--- src/rtl/tl_sensor_cond.sv ---
`default_nettype none
// ============================================================================
//  Module   : tl_sensor_cond
//  Purpose  : Conditioning stage in front of the left-turn traffic-light FSM.
//             It takes four raw asynchronous vehicle sensors and produces the
//             registered traffic inputs Ta/Tal/Tb/Tbl. Each sensor is
//             synchronised (2 flops) and debounced. The lane that is currently
//             green gets a minimum-green hold and a maximum-green cutoff, so
//             one lane cannot starve the others.
//  Ports    : clk                - single clock, rising edge
//             reset_n            - asynchronous active-low reset
//             Sa, Sal, Sb, Sbl   - raw sensors (async): A, A-left, B, B-left
//             q2, q1, q0         - current FSM state (synchronous to clk)
//             Ta, Tal, Tb, Tbl   - registered traffic present/hold outputs
//  Params   : DEB_CYC   - stable synchronised cycles before the debounced
//                         value flips (DEB_CYC < 2**CW)
//             MIN_GREEN - cycles the served lane is forced to 1
//             MAX_GREEN - cycles after which the served lane is forced to 0
//                         (MIN_GREEN < MAX_GREEN < 2**CW)
//             CW        - dwell / debounce counter width
//  Revision : 1.0 - initial release
// ============================================================================
module tl_sensor_cond #(
    parameter int DEB_CYC   = 4,
    parameter int MIN_GREEN = 8,
    parameter int MAX_GREEN = 32,
    parameter int CW        = 6
) (
    input  logic clk,
    input  logic reset_n,
    input  logic Sa,
    input  logic Sal,
    input  logic Sb,
    input  logic Sbl,
    input  logic q2,
    input  logic q1,
    input  logic q0,
    output logic Ta,
    output logic Tal,
    output logic Tb,
    output logic Tbl
);

    localparam logic [CW-1:0] c_deb_last = CW'(DEB_CYC - 1);
    localparam logic [CW-1:0] c_min      = CW'(MIN_GREEN);
    localparam logic [CW-1:0] c_max      = CW'(MAX_GREEN);
    localparam int            c_lanes    = 4;

    // Lane index order used throughout: 0=A, 1=A-left, 2=B, 3=B-left.
    // This matches the {q2,q1} encoding of the green phases.
    logic [c_lanes-1:0] w_raw;
    logic [c_lanes-1:0] w_deb;
    logic [c_lanes-1:0] w_t_next;
    logic [c_lanes-1:0] r_t;
    logic [2:0]         w_q;

    assign w_raw = {Sbl, Sb, Sal, Sa};
    assign w_q   = {q2, q1, q0};

    // ------------------------------------------------------------------------
    // Per-sensor synchroniser and debouncer
    // ------------------------------------------------------------------------
    generate
        for (genvar i = 0; i < c_lanes; i++) begin : g_sensor
            logic          r_s1;
            logic          r_s2;
            logic          r_deb;
            logic [CW-1:0] r_cnt;

            always_ff @(posedge clk or negedge reset_n) begin
                if (!reset_n) begin
                    r_s1  <= 1'b0;
                    r_s2  <= 1'b0;
                    r_deb <= 1'b0;
                    r_cnt <= '0;
                end else begin
                    r_s1 <= w_raw[i];
                    r_s2 <= r_s1;
                    if (r_s2 == r_deb) begin
                        // Any return to the current value restarts the count,
                        // so short glitches never accumulate.
                        r_cnt <= '0;
                    end else if (r_cnt == c_deb_last) begin
                        r_deb <= r_s2;
                        r_cnt <= '0;
                    end else begin
                        r_cnt <= r_cnt + CW'(1);
                    end
                end
            end

            assign w_deb[i] = r_deb;
        end
    endgenerate

    // ------------------------------------------------------------------------
    // Dwell counter: cycles spent in the current FSM state
    // ------------------------------------------------------------------------
    logic [2:0]    r_q_prev;
    logic [CW-1:0] r_dwell;
    logic          w_q_change;
    logic [CW-1:0] w_eff_dwell;
    logic [CW-1:0] w_dwell_next;

    assign w_q_change = (w_q != r_q_prev);

    // On the first cycle of a new state the stored dwell still belongs to the
    // previous state, so the effective dwell is forced to zero.
    assign w_eff_dwell = w_q_change ? '0 : r_dwell;

    // Saturate at MAX_GREEN so a long-held state never wraps back below the
    // cutoff and re-asserts the served lane.
    assign w_dwell_next = w_q_change          ? CW'(1) :
                          (r_dwell >= c_max)  ? c_max  :
                                                r_dwell + CW'(1);

    always_ff @(posedge clk or negedge reset_n) begin
        if (!reset_n) begin
            r_q_prev <= 3'b000;
            r_dwell  <= '0;
        end else begin
            r_q_prev <= w_q;
            r_dwell  <= w_dwell_next;
        end
    end

    // ------------------------------------------------------------------------
    // Served-lane decode and output registers
    // ------------------------------------------------------------------------
    logic       w_served_valid;
    logic [1:0] w_served_idx;
    logic       w_min_hold;
    logic       w_max_ok;

    // Odd states are yellow phases: nobody is served.
    assign w_served_valid = ~q0;
    assign w_served_idx   = {q2, q1};
    assign w_min_hold     = (w_eff_dwell < c_min);
    assign w_max_ok       = (w_eff_dwell < c_max);

    generate
        for (genvar i = 0; i < c_lanes; i++) begin : g_out
            assign w_t_next[i] = (w_served_valid && (w_served_idx == 2'(i)))
                               ? (w_min_hold | (w_deb[i] & w_max_ok))
                               : w_deb[i];
        end
    endgenerate

    always_ff @(posedge clk or negedge reset_n) begin
        if (!reset_n) begin
            r_t <= '0;
        end else begin
            r_t <= w_t_next;
        end
    end

    assign Ta  = r_t[0];
    assign Tal = r_t[1];
    assign Tb  = r_t[2];
    assign Tbl = r_t[3];

endmodule
`default_nettype wire

--- config.mk ---
export PLATFORM = sky130hd
export DESIGN_NAME = tl_sensor_cond
export DESIGN_NICKNAME = d
export VERILOG_FILES = /design/src/rtl/tl_sensor_cond.sv
export SDC_FILE = /design/constraint.sdc
export NUM_CORES = 1
export LEC_CHECK = 0
export BUFFER_PORTS_ARGS = -buffer_cell sky130_fd_sc_hd__buf_2
export CAP_MARGIN = 20
export CORE_ASPECT_RATIO = 1.4
export CORE_MARGIN = 2
export CORE_UTILIZATION = 40
export DETAILED_ROUTE_END_ITERATION = 16
export GPL_TIMING_DRIVEN = 0
export PLACE_DENSITY = 0.66
export SKIP_LAST_GASP = 1
export SYNTH_ARGS = -nofsm -noshare
export SYNTH_HDL_FRONTEND = slang
export SYNTH_SLANG_ARGS = --single-unit
--- constraint.sdc ---
create_clock -name clk -period 2.8 [get_ports clk]
set_input_delay 0.28 -clock clk [delete_from_list [all_inputs] [get_ports clk]]
set_output_delay 0.28 -clock clk [all_outputs]
set_load 0.01 [all_outputs]
==> results of run 1 <==
## worst max path at each step
stage,depth (start not counted),end,start
2_1_floorplan,4,g_sensor[0].r_deb,g_sensor[0].r_cnt[0]
3_3_place_gp,4,g_sensor[0].r_deb,g_sensor[0].r_cnt[0]
3_5_place_dp,4,g_sensor[0].r_deb,g_sensor[0].r_cnt[0]
4_1_cts,4,g_sensor[0].r_deb,g_sensor[0].r_cnt[0]
5_1_grt,4,g_sensor[0].r_deb,g_sensor[0].r_cnt[0]
6_report,4,g_sensor[0].r_deb,g_sensor[0].r_cnt[0]
## Yosys cell counts, types with 5 or more instances
cell type and instances:
sky130_fd_sc_hd__dfrtp_1 49, sky130_fd_sc_hd__nor2_1 18, sky130_fd_sc_hd__xor2_1 16, sky130_fd_sc_hd__nand3_1 11
sky130_fd_sc_hd__xnor2_1 8, sky130_fd_sc_hd__o41ai_1 7, sky130_fd_sc_hd__ha_1 6, sky130_fd_sc_hd__inv_1 6
sky130_fd_sc_hd__a21oi_1 5, sky130_fd_sc_hd__nand2_1 5, sky130_fd_sc_hd__nor3_1 5, sky130_fd_sc_hd__o21ai_0 5
## where the power goes
part | total (µW) | internal, µW | switching, µW
registers | 942 | 838 | 104
logic | 379 | 186 | 193
clock network | 411 | 175 | 236
## area by class of cell
type,count,area share [%]
Clock inverter,3,0.9683
Tap cell,64,3.443
Inverter,6,0.9683
Multi-Input combinational cell,117,34.59
Sequential cell,49,52.72
Timing Repair Buffer,14,4.196
Clock buffer,5,2.959
Buffer,1,0.1614
## timing repair
| action | 4_1_cts | 5_1_grt |
|---|---|---|
| hold buffers | 0 | 1 |
| gates resized for setup | 0 | 0 |
| endpoints found under the setup margin | 0 | 0 |
| hold endpoints to repair | 0 | 22 |
## critical path: stages (launching register included)
cell and delay (ns):
sky130_fd_sc_hd__dfrtp_1 0.40, sky130_fd_sc_hd__ha_1 0.21, sky130_fd_sc_hd__or4b_1 0.47, sky130_fd_sc_hd__nor2_1 0.12, sky130_fd_sc_hd__mux2_1 0.33
## sequential cells by signal, summed over array words and instances (netlist names)
register        cells
r_t                 4
r_q_prev            3
g_sensor.r_deb      4
g_sensor.r_s2       4
g_sensor.r_s1       4
r_dwell             6
g_sensor.r_cnt     24
## routing by layer
metal  vias up  part of all wire, %  track usage (%)
li1        647                    -                -
met1       638                   42            13.15
met2        12                   53            22.73
met3         5                  3.0            3.435
met4         0                  2.4            8.124
met5         -                    0                0
## logic make-up after synthesis
kind of cell    synth area share, %
xor+xnor                      10.22
simple gates                  15.21
mux                           2.190
flops                         59.61
compound gates                7.846
buf+inv                       1.277
fa+ha+maj                     3.650
## through the flow
step	hold slack [ns]	instances	worst slack, ns
finish	0.07253	259	1.156
global route	0.04989	259	1.117
CTS	0.06128	257	1.151
detailed placement	0.3365	249	1.165
global placement	0.3333	249	1.172
floorplan	-0.01559	173	1.250
==> impl_metrics.toml, run 1 <==
[yosys]
synth-edff-count = 0
synthArstFlopShare_pct = 100.0
netlist.top_cell.by_area = "sky130_fd_sc_hd__dfrtp_1"
synthesis.nets = 188
ys_dominant_reg_cell = "sky130_fd_sc_hd__dfrtp_1"
synth.yosys.warnings = 0
post_synth_inst_count = 173
ys_ff_latch = 49
synth_top_area_cells = "sky130_fd_sc_hd__dfrtp_1, sky130_fd_sc_hd__xor2_1, sky130_fd_sc_hd__ha_1"
postSynthAreaPerCell_um2 = 11.89
post_synth_instance_area_mm2 = 0.002057
count_of_cell_types_in_the_netlist = 27
synth-seq-area-share_pct = 59.61
area_share_of_the_largest_cell_type_after_synthesis_pct = 59.61

[min_path]
min_path_type = "input port to flip-flop"
timing.hold.worst_endpoint = "g_sensor[3].r_s1"
worstHoldPathCells = 1
startpoint_of_the_lowest_slack_hold_path = "Sbl"

[setup_path]
worstSetupEndpointType = "flip-flop"
worst-r2r-setup-slack_ns = 1.16
worstPathArrival_ns = 1.83
worst_r2r_endpoint = "g_sensor[0].r_deb"
crit_fanout = 4
path_class = "flip-flop to flip-flop"
r2r_start = "g_sensor[0].r_cnt[0]"
r2r_cells = 4
worstSetupStartpointType = "flip-flop"
cp.required_ns = 2.98

[route]
post_detailed_route_wirelength_per_cell_um = 12.14
avgViaCountPerCell = 5.027
detail_route.iter0.violations = 23
via_count = 1302
drt_pass1_iterations = 4
detail_route.drc_violations = 0
antenna_left = 0
finalWirelength_mm = 3.143

[clocking]
cts-buffers-inserted = 5
clock_tree.root_cell = "sky130_fd_sc_hd__clkbuf_8"
cts_tree = "yes"
post_cts_buffers = 0
clock_path_buffers = 2
cts.sinks = 49
clock_tree.htree_level_count = 2
clock_insertion_delay_worst_skew_ns = 0.30
clk_transition_reported_paths_ns = 0.09

[sta]
clock_skew_ns = 0.008821
worst_rel_slew_slack_pct = 56.42
final.period_utilization_pct = 58.71
finalSetupTns_ns = 0
setup_violations = 0
achievable-frequency_mhz = 608.3
min_period_ns = 1.644
rsz_0062_raised_after_global_routing = "false"
final_hold_vio_count = 0
max_slew.worst_pin.slew_ns = 0.6487
report.final.slew_viol_count = 0

[pwr]
power.density_cell_area_mw_per_mm2 = 744.5
power.total_uw = 1732
power.ir.vdd_worst_v = 0.0003936
leakage_component_of_the_power_uw = 0.001007

[floorplan]
fp.dieArea_mm2 = 0.005740
die-height_um = 88.85
die_width_um = 64.61
std_cell_rows = 30
io_pins = 13
floorplan.initialDensity_pct = 41.83
core_area_mm2 = 0.004917

[placed_design]
detailed_place_hpwl_mm = 2.243
port_buffer_count = 12
place_congestion = 0.7596
total_cell_area_at_the_placement_stage_mm2 = 0.002197

[finish]
postLayoutCellArea_mm2 = 0.002326
diode_insertion_count_for_antenna_repair = 0
fin_util_pct = 47.30
seq_area_mm2 = 0.001226
n_fill_cell = 475
layout-area-overhead-vs-synth_pct = 13.08
mostFrequentLayoutCells = "sky130_fd_sc_hd__dfrtp_1, sky130_fd_sc_hd__nor2_1, sky130_fd_sc_hd__xor2_1, sky130_fd_sc_hd__buf_2, sky130_fd_sc_hd__nand3_1"
layout_commonest_cell = "sky130_fd_sc_hd__dfrtp_1"
multiInputGateArea_um2 = 804.5
nNetsFinal = 209
drive_above_1_share_pct = 12.82

[global_route]
grt_max_degree = 50
first_global_vias = 1288
antenna_violations_before_repair = 0
grt_pass1_wl_mm = 5.478
grt.overflow.total = 0
grt_util_all_layers_pct = 12.72

[run_status]
outcome = "finished clean"

[job]
max_cap_violations = 0
Note: power is estimated with default switching activity, not from simulation.
==> run 2, diff against run 1 <==
Settings changed: ABC_AREA set to 1, PLACE_DENSITY 0.66 to 0.69.
Clock period 2.8 ns to 1.43 ns, I/O delays scaled along.
==> impl_metrics.toml, run 2 <==
[global_route]
grt_pass1_wl_mm = 5.602
antenna_violations_before_repair = 0
grt_max_degree = 50
grt_util_all_layers_pct = 12.66
first_global_vias = 1373
grt.overflow.total = 0

[route]
drt_pass1_iterations = 4
route.top_layer_used = "met4"
avgViaCountPerCell = 4.528
routed-wl-met2_mm = 1.607
antenna_left = 0
wl_met3_um = 73
detail_route.iter0.violations = 51
via_count = 1381
finalWirelength_mm = 3.048
met1Wirelength_mm = 1.316
post_detailed_route_wirelength_per_cell_um = 9.993
detail_route.drc_violations = 0

[setup_path]
cp.required_ns = 1.64
worstSetupStartpointType = "flip-flop"
critical_path.top_delay_family = "simple AND/OR/NAND/NOR gates"
cp.buffers_inverters = 0
crit_slowest_cell = "sky130_fd_sc_hd__dfrtp_1"
path_class = "flip-flop to flip-flop"
worst-r2r-setup-slack_ns = 0.27
crit_chain = "or2_2 > nand4_2 > nand2_1 > a21oi_1"
worst_r2r_endpoint = "r_t[3]"
r2r_cells = 4
crit_fanout = 4
worstSetupEndpointType = "flip-flop"
worstPathArrival_ns = 1.37
max_incr_delay_on_cp_ns = 0.42
r2r_start = "r_dwell[3]"

[yosys]
ys_dominant_reg_cell = "sky130_fd_sc_hd__dfrtp_1"
synth_compound_gate_area_share_pct = 3.621
area_share_of_the_largest_cell_type_after_synthesis_pct = 59.14
post_synth_xor_area_fraction_pct = 7.544
post_synth_fa_ha_maj_area_fraction_pct = 3.621
postSynthAreaPerCell_um2 = 9.734
synthesis.nets = 228
synthArstFlopShare_pct = 100.0
synth.yosys.warnings = 0
netlist.top_cell.by_area = "sky130_fd_sc_hd__dfrtp_1"
leading_cell_types_by_count_after_synthesis = "sky130_fd_sc_hd__dfrtp_1, sky130_fd_sc_hd__nor2_1, sky130_fd_sc_hd__inv_1"
synth_simple_gate_area_share_pct = 20.28
synth-seq-area-share_pct = 59.14
post_synth_inst_count = 213
synth_top_family_by_area = "simple AND/OR/NAND/NOR gates"
ys_ff_latch = 49
yosys.cell_count.top_type = "sky130_fd_sc_hd__dfrtp_1"
synth_top_area_cells = "sky130_fd_sc_hd__dfrtp_1, sky130_fd_sc_hd__nor2_1, sky130_fd_sc_hd__inv_1"
synth-edff-count = 0
count_of_cell_types_in_the_netlist = 17
synth_mux_area_share_pct = 0
post_synth_instance_area_mm2 = 0.002073

[sta]
max_slew.worst_pin.slew_ns = 0.3929
finalSetupTns_ns = 0
report.final.slew_viol_count = 0
worst_rel_slew_slack_pct = 73.62
rsz_0062_raised_after_global_routing = "false"
final_hold_vio_count = 0
min_period_ns = 1.162
holdWs_ns = 0.01662
final.period_utilization_pct = 81.26
setup_violations = 0
achievable-frequency_mhz = 860.6
clock_skew_ns = 0.005352

[clocking]
clock_insertion_delay_worst_skew_ns = 0.29
post_cts_buffers = 0
cts_tree = "yes"
clk_transition_reported_paths_ns = 0.08
clock_tree.root_cell = "sky130_fd_sc_hd__clkbuf_8"
cts-buffers-inserted = 5
clock_path_buffers = 2
cts_hold_repair.buffers = 4
clock_tree.htree_level_count = 2
post_cts_gate_resize_count = 0
cts.sinks = 49

[placed_design]
port_buffer_count = 12
dpl.cell_count = 291
place_congestion = 0.7605
detailed_place_hpwl_mm = 2.243

[finish]
layout_commonest_cell = "sky130_fd_sc_hd__dfrtp_1"
largest_reg_flops = 24
nNetsFinal = 253
mostFrequentLayoutCells = "sky130_fd_sc_hd__dfrtp_1, sky130_fd_sc_hd__nor2_1, sky130_fd_sc_hd__inv_1, sky130_fd_sc_hd__nand2_1, sky130_fd_sc_hd__nand3_1"
diode_insertion_count_for_antenna_repair = 0
max_flop_register = "g_sensor.r_cnt"
reg_top3 = "g_sensor.r_cnt x24, r_dwell x6"
drive_above_1_share_pct = 10.04
layoutNonFillerInstCount = 305
layout-area-overhead-vs-synth_pct = 14.48

[floorplan]
die-height_um = 89.19
die_width_um = 64.85
io_pins = 13
floorplan.initialDensity_pct = 40.80
core_area_mm2 = 0.005081
fp.dieArea_mm2 = 0.005783
std_cell_rows = 31

[pwr]
power.density_cell_area_mw_per_mm2 = 1420
power.ir.vdd_worst_v = 0.0006641
power.total_uw = 3370
leakage_component_of_the_power_uw = 0.001137

[min_path]
startpoint_of_the_lowest_slack_hold_path = "q1"
timing.hold.worst_endpoint = "r_q_prev[1]"
min_path_type = "input port to flip-flop"
worstHoldPathCells = 1

[run_status]
outcome = "finished clean"

[job]
max_cap_violations = 0
[run 2: changes by cell type after synthesis, sizes merged, moves of 4 or more]
cell and change:
o41ai -7, inv +26, nor2 +22, a32oi -4, nand3 +6, mux2 -4, or3 -5, nand4 +4
nand2b -4, xor2 -9, a21oi +8, nand2 +16
[run 2: how the worst max path moves through the flow]
stage | cells past startpoint | endpoint | slack, ns | startpoint
6_report | 4 | r_t[3] | 0.27 | r_dwell[3]
5_1_grt | 4 | r_t[3] | 0.19 | r_dwell[3]
4_1_cts | 4 | r_t[3] | 0.25 | r_dwell[3]
3_5_place_dp | 4 | r_t[3] | 0.26 | r_dwell[3]
3_3_place_gp | 4 | r_t[3] | 0.27 | r_dwell[3]
2_1_floorplan | 4 | r_t[0] | 0.40 | r_dwell[3]
[run 2: layout make-up]
class	count	area [µm²]
Fill cell	480	2708
Sequential cell	49	1226
Multi-Input combinational cell	132	726.9
Timing Repair Buffer	18	130.1
Inverter	32	120.1
Tap cell	66	82.58
Clock buffer	6	72.57
Clock inverter	2	15.01
[run 2: power by group]
group          leakage [µW]  switching, µW  total (µW)  internal (µW)
logic              0.000479            446         775            330
clock network     0.0000374            430         775            345
registers          0.000621            180        1820           1640
[run 2: per-layer routing]
metal,global-route usage [%],up-vias
met5,0,-
met4,6.770,0
met3,3.023,5
met2,22.40,12
met1,14.08,644
li1,-,720
[run 2: cell families (layout without fill, tap and decap cells)]
| logic type | count (synthesis) | after routing |
|---|---|---|
| compound gates | 15 | 15 |
| fa+ha+maj | 6 | 6 |
| flops | 49 | 49 |
| xor+xnor | 17 | 17 |
| simple gates | 94 | 94 |
| buf+inv | 32 | 58 |
[run 2: worst reg2reg max path, stage by stage, from the launching register on]
cell	delay, ns
sky130_fd_sc_hd__dfrtp_1	0.42
sky130_fd_sc_hd__or2_2	0.32
sky130_fd_sc_hd__nand4_2	0.13
sky130_fd_sc_hd__nand2_1	0.06
sky130_fd_sc_hd__a21oi_1	0.15
[run 2: through the flow]
| step | worst slack [ns] | area, µm² | util (%) |
|---|---|---|---|
| 2_1_floorplan | 0.3987 | 2073 | - |
| 3_3_place_gp | 0.2655 | 2216 | 43.61 |
| 3_5_place_dp | 0.2600 | 2216 | 43.61 |
| 4_1_cts | 0.2479 | 2344 | 46.12 |
| 5_1_grt | 0.1878 | 2374 | 46.71 |
| 6_report | 0.2680 | 2374 | 46.71 |
